**src/rtl/nexys_starship_prng_pkg.sv**
```systemverilog
// Shared types and constants for the Nexys Starship pseudo-random event bank.
package nexys_starship_prng_pkg;

  typedef enum logic [1:0] {
    StIdle,
    StPending,
    StCooldown
  } chan_state_e;

  localparam int unsigned ROT_STRIDE = 3;
  localparam logic [15:0] DEFAULT_SEED = 16'hACE1;

  // Right-shift Galois feedback masks; only 16 and 24 bit registers are supported.
  function automatic logic [23:0] tap_mask(input int unsigned width);
    return (width == 24) ? 24'hE10000 : 24'h00B400;
  endfunction

endpackage

```
**src/rtl/nexys_starship_prng_chan.sv**
```systemverilog
// One spawn channel: event level held until acknowledged, then an optional cooldown.
module nexys_starship_prng_chan
  import nexys_starship_prng_pkg::*;
#(
  parameter int unsigned CD_W = 8
) (
  input  logic            Clk,
  input  logic            Reset,
  input  logic            en_i,
  input  logic            hit_i,
  input  logic            ack_i,
  input  logic [CD_W-1:0] cooldown_i,
  output logic            event_o
);

  chan_state_e     state_q, state_d;
  logic [CD_W-1:0] cnt_q, cnt_d;

  always_comb begin
    state_d = state_q;
    cnt_d   = cnt_q;
    unique case (state_q)
      StIdle: begin
        if (hit_i) state_d = StPending;
      end
      StPending: begin
        if (ack_i) begin
          if (cooldown_i == '0) begin
            state_d = StIdle;
          end else begin
            state_d = StCooldown;
            cnt_d   = cooldown_i;
          end
        end
      end
      StCooldown: begin
        // Counter is frozen while the bank is paused.
        if (en_i) begin
          cnt_d = cnt_q - 1'b1;
          if (cnt_q == CD_W'(1)) state_d = StIdle;
        end
      end
      default: state_d = StIdle;
    endcase
  end

  always_ff @(posedge Clk or posedge Reset) begin
    if (Reset) begin
      state_q <= StIdle;
      cnt_q   <= '0;
    end else begin
      state_q <= state_d;
      cnt_q   <= cnt_d;
    end
  end

  assign event_o = (state_q == StPending);

endmodule

```
**src/rtl/nexys_starship_prng_bank.sv**
```systemverilog
// Shared Galois LFSR feeding NUM_CH probabilistic event channels plus a random nibble.
module nexys_starship_prng_bank
  import nexys_starship_prng_pkg::*;
#(
  parameter int unsigned       NUM_CH   = 8,
  parameter int unsigned       LFSR_W   = 16,
  parameter int unsigned       THRESH_W = 8,
  parameter int unsigned       CD_W     = 8,
  parameter logic [LFSR_W-1:0] SEED     = LFSR_W'(DEFAULT_SEED)
) (
  input  logic                         Clk,
  input  logic                         Reset,
  input  logic                         en_i,
  input  logic                         seed_load_i,
  input  logic [LFSR_W-1:0]            seed_in_i,
  input  logic [NUM_CH*THRESH_W-1:0]   thresh_i,
  input  logic [CD_W-1:0]              cooldown_i,
  input  logic [NUM_CH-1:0]            event_ack_i,
  output logic [NUM_CH-1:0]            event_out_o,
  output logic [3:0]                   random_hex_o,
  output logic [LFSR_W-1:0]            lfsr_state_o
);

  localparam logic [LFSR_W-1:0] TapMask = LFSR_W'(tap_mask(LFSR_W));

  logic [LFSR_W-1:0]   lfsr_q, lfsr_d;
  logic [3:0]          hex_q, hex_d;
  logic [2*LFSR_W-1:0] lfsr_dbl;

  always_comb begin
    lfsr_d = lfsr_q;
    // A zero seed would lock the LFSR, so fall back to the reset seed.
    if (seed_load_i) begin
      lfsr_d = (seed_in_i == '0) ? SEED : seed_in_i;
    end else if (en_i) begin
      lfsr_d = (lfsr_q >> 1) ^ (lfsr_q[0] ? TapMask : '0);
    end
  end

  always_comb begin
    hex_d = hex_q;
    if (en_i) hex_d = lfsr_q[3:0] ^ lfsr_q[LFSR_W-1 -: 4];
  end

  always_ff @(posedge Clk or posedge Reset) begin
    if (Reset) begin
      lfsr_q <= SEED;
      hex_q  <= '0;
    end else begin
      lfsr_q <= lfsr_d;
      hex_q  <= hex_d;
    end
  end

  // Doubled register lets a constant part-select implement the rotate-right.
  assign lfsr_dbl = {lfsr_q, lfsr_q};

  for (genvar c = 0; c < NUM_CH; c++) begin : g_chan
    localparam int unsigned Rot = (ROT_STRIDE * c) % LFSR_W;

    logic [THRESH_W-1:0] sample;
    logic                hit;

    assign sample = lfsr_dbl[Rot +: THRESH_W];
    assign hit    = en_i && (sample < thresh_i[c*THRESH_W +: THRESH_W]);

    nexys_starship_prng_chan #(
      .CD_W(CD_W)
    ) u_chan (
      .Clk       (Clk),
      .Reset     (Reset),
      .en_i      (en_i),
      .hit_i     (hit),
      .ack_i     (event_ack_i[c]),
      .cooldown_i(cooldown_i),
      .event_o   (event_out_o[c])
    );
  end

  assign random_hex_o = hex_q;
  assign lfsr_state_o = lfsr_q;

endmodule

```
**config.mk**
```make
export PLATFORM = sky130hd
export DESIGN_NAME = nexys_starship_prng_bank
export DESIGN_NICKNAME = d
export VERILOG_FILES = /design/src/rtl/nexys_starship_prng_pkg.sv /design/src/rtl/nexys_starship_prng_chan.sv /design/src/rtl/nexys_starship_prng_bank.sv
export SDC_FILE = /design/constraint.sdc
export NUM_CORES = 1
export LEC_CHECK = 0
export ABC_AREA = 1
export CORE_UTILIZATION = 55
export CTS_BUF_LIST = sky130_fd_sc_hd__clkbuf_4
export CTS_CLUSTER_DIAMETER = 60
export DETAILED_ROUTE_END_ITERATION = 6
export PLACE_DENSITY = 0.93
export REMOVE_ABC_BUFFERS = 1
export SYNTH_ARGS = -nofsm -noshare
export SYNTH_HDL_FRONTEND = slang
export SYNTH_SLANG_ARGS = --single-unit
```
**constraint.sdc**
```tcl
create_clock -name Clk -period 8 [get_ports Clk]
set_input_delay 0.8 -clock Clk [delete_from_list [all_inputs] [get_ports Clk]]
set_output_delay 0.8 -clock Clk [all_outputs]
set_load 0.01 [all_outputs]
```
==> impl_metrics.toml <==
[outcome]
status = "complete, no violations"

[yosys]
yosys.area_share.simple_pct = 30.5
yosys.area_share.xor_xnor_pct = 2.18
synthAdderAreaFrac_pct = 11.2
synth_compound_area_share_pct = 13.1
synth_area_per_cell_sq_um = 6.71
synth_cell_types = 35
synthesis.area_sq_um = 8030
synth_ff_type = "dfrtp_1"
ys_seq_elements = 100
yosysWarningCount = 0
muxShareOfSynthArea_pct = 0
async_flop_share_pct = 100
synth-seq-area-share_pct = 31.3
synth_edf_count = 0
synth_top_family_by_area = "simple AND/OR/NAND/NOR gates"
netlist_instances = 1197

[critical_path]
setup.worst_path.class = "primary input to flop"
cp.required_ps = 8370
crit_fanout = 15
cpPeakStageDelay_ps = 1070
r2r-start = "lfsr_state_o[0]"
worstSetupEndpointType = "flop"
startpoint_type = "primary input"
crit_arrival_ps = 3260
cp_cell_sequence = "clkdlybuf4s50_1 > inv_1 > nor2_1 > clkinv_1 > o22ai_1 > a21oi_1"
cp_slowest_cell = "clkdlybuf4s50_1"
setup.worst_path.start = "en_i"

[timing]
fin_crit_sh_pct = 36.0
tns_ps = 0
rsz0062_at_grt = "no"
finalHoldViolCount = 0
setup_ws_ps = 5120
skew_ps = 16.3
worst_pin_slew_ps = 959
finalSetupViolCount = 0
holdWs_ps = 501
fmax_ghz = 0.347
report.final.slew_viol_count = 0
slew-limit-headroom_pct = 36.0
period_minus_slack_ps = 2880

[clock_tree]
post_cts_resized = 0
cts_setup_buffers = 0
hold_buffers = 0
root_buffer = "clkbuf_4"
cts_buffers = 9
clock_sinks = 100
cts_max_level = 3
cts_tree = "built"
insertion_delay_ps = 500
path_clk_slew_ps = 150
clock_path_buffers = 2

[layout]
layout_common_cells = "350 x nand2_1, 200 x inv_1, 127 x clkdlybuf4s50_1, 99 x nor2_1, 92 x dfrtp_1"
antenna_cells = 0
syn2layout_area_growth_pct = 18.7
layout_commonest_cell = "nand2_1"
layoutNonFillerInstCount = 1494
n_fill_cell = 1146
drive_gt1_share_pct = 5.63
finish.net_count = 1481
finish.utilization_pct = 67.9

[min_path]
min_from = "g_chan[5].u_chan.cnt_q[7]"
min_path_type = "flop to flop"

[floorplan]
die_w_um = 123
row_count = 43
dieArea_sq_um = 15100
start_util_pct = 57.2
die_h_um = 123
design.portCount = 128
coreArea_sq_um = 14000

[pwr]
leakage_nw = 5.02
ir_worst_vdd_mv = 0.155
powerDensity_nw_per_um2 = 292

[place]
place_inst = 1478
port_buffers = 127
pre_cts_slack_ps = 4690
place_hpwl_um = 15800
gp_congestion = 0.873

[grt]
grt_start_max_net_pins = 77
gr-total-overflow = 0
grt_pass1_wl_um = 34600
grt_pass1_vias = 7636
groute.usage.overall_pct = 29.5
antenna_found_initial = 0

[detailed_routing]
drtIter0Drc = 699
drc = 0
wire_per_inst_um = 14.0
vias_per_cell = 5.40
dr_total_vias = 8071
first_pass_iters = 5
ant_nets = 0
finalWirelength_um = 21000

[job]
drv_cap = 0
worst paths after layout:
| kind | end | cells past startpoint | slack [ps] |
|---|---|---|---|
| setup reg to reg | g_chan[3].u_chan.state_q[1] | 11 | 6030 |
| setup / recovery | lfsr_state_o[4] | 6 | 5120 |
| max in group asynchronous | random_hex_o[2] | 3 | 6150 |
| min in group asynchronous | g_chan[7].u_chan.cnt_q[3] | 2 | 600 |
| hold / removal | g_chan[5].u_chan.cnt_q[7] | 2 | 500 |
| hold reg to reg | g_chan[5].u_chan.cnt_q[7] | 2 | 500 |
state kept, by name (all words and copies together), names as in the netlist:
signal,cells
lfsr_state_o,16
random_hex_o,4
g_chan.u_chan.cnt_q,64
g_chan.u_chan.state_q,16
power by group:
group          switching (W)  internal [W]  leakage [nW]
clock network       0.000181      0.000133        0.0885
registers           0.000170      0.000720          1.22
logic               0.000996      0.000580          3.71
total                0.00135       0.00143          5.02
routing by layer:
layer	share of wire (%)	global-route usage (%)	up-vias
li1	-	-	4022
met1	42	36.7	3713
met2	48	49.6	253
met3	5.3	5.34	83
met4	4.7	13.5	0
met5	0	0	-
cell type report:
class	instances	area, sq um	share of cell area (%)
clock buffers	11	82.6	0.866
clock inverters	5	77.6	0.814
inverters	208	783	8.22
multi-input cells	862	4570	48.0
flip-flops and latches	100	2510	26.4
well taps	180	225	2.36
repair buffers	128	1280	13.4
metrics by stage:
step | power, W | instance area, sq um
floorplan | 0.00202 | 7870
global placement | 0.00237 | 9370
detailed placement | 0.00245 | 9370
CTS | 0.00277 | 9530
global route | 0.00306 | 9530
finish | 0.00278 | 9530
cells in the mapped netlist, types with 6 or more instances:
master,instances,area [sq um]
nor2_1,99,372
a21oi_1,37,185
inv_1,201,754
nand2_1,350,1310
ha_1,72,901
buf_4,8,60.1
o21ai_1,42,210
xor2_1,15,131
dfrtp_1,92,2300
nand3_1,81,405
o21ai_2,10,87.6
nand4_1,19,119
o21ai_0,75,375
clkbuf_1,11,41.3
nor2_2,20,125
o221ai_1,6,52.6
dfstp_2,8,210
cell families after synthesis:
| group | Yosys count |
|---|---|
| AOI/OAI and AO/OA | 187 |
| adders and majority gates | 72 |
| and+or+nand+nor | 583 |
| xor gates and xnor gates | 20 |
| buffers and inverters | 235 |
| DFF | 100 |
critical path, delay by kind of cell:
family / cells / cell delay (ps)
buf+inv: 3 / 1860
simple gates: 1 / 310
compound gates: 2 / 280
Note: power is estimated with default switching activity, not from simulation.
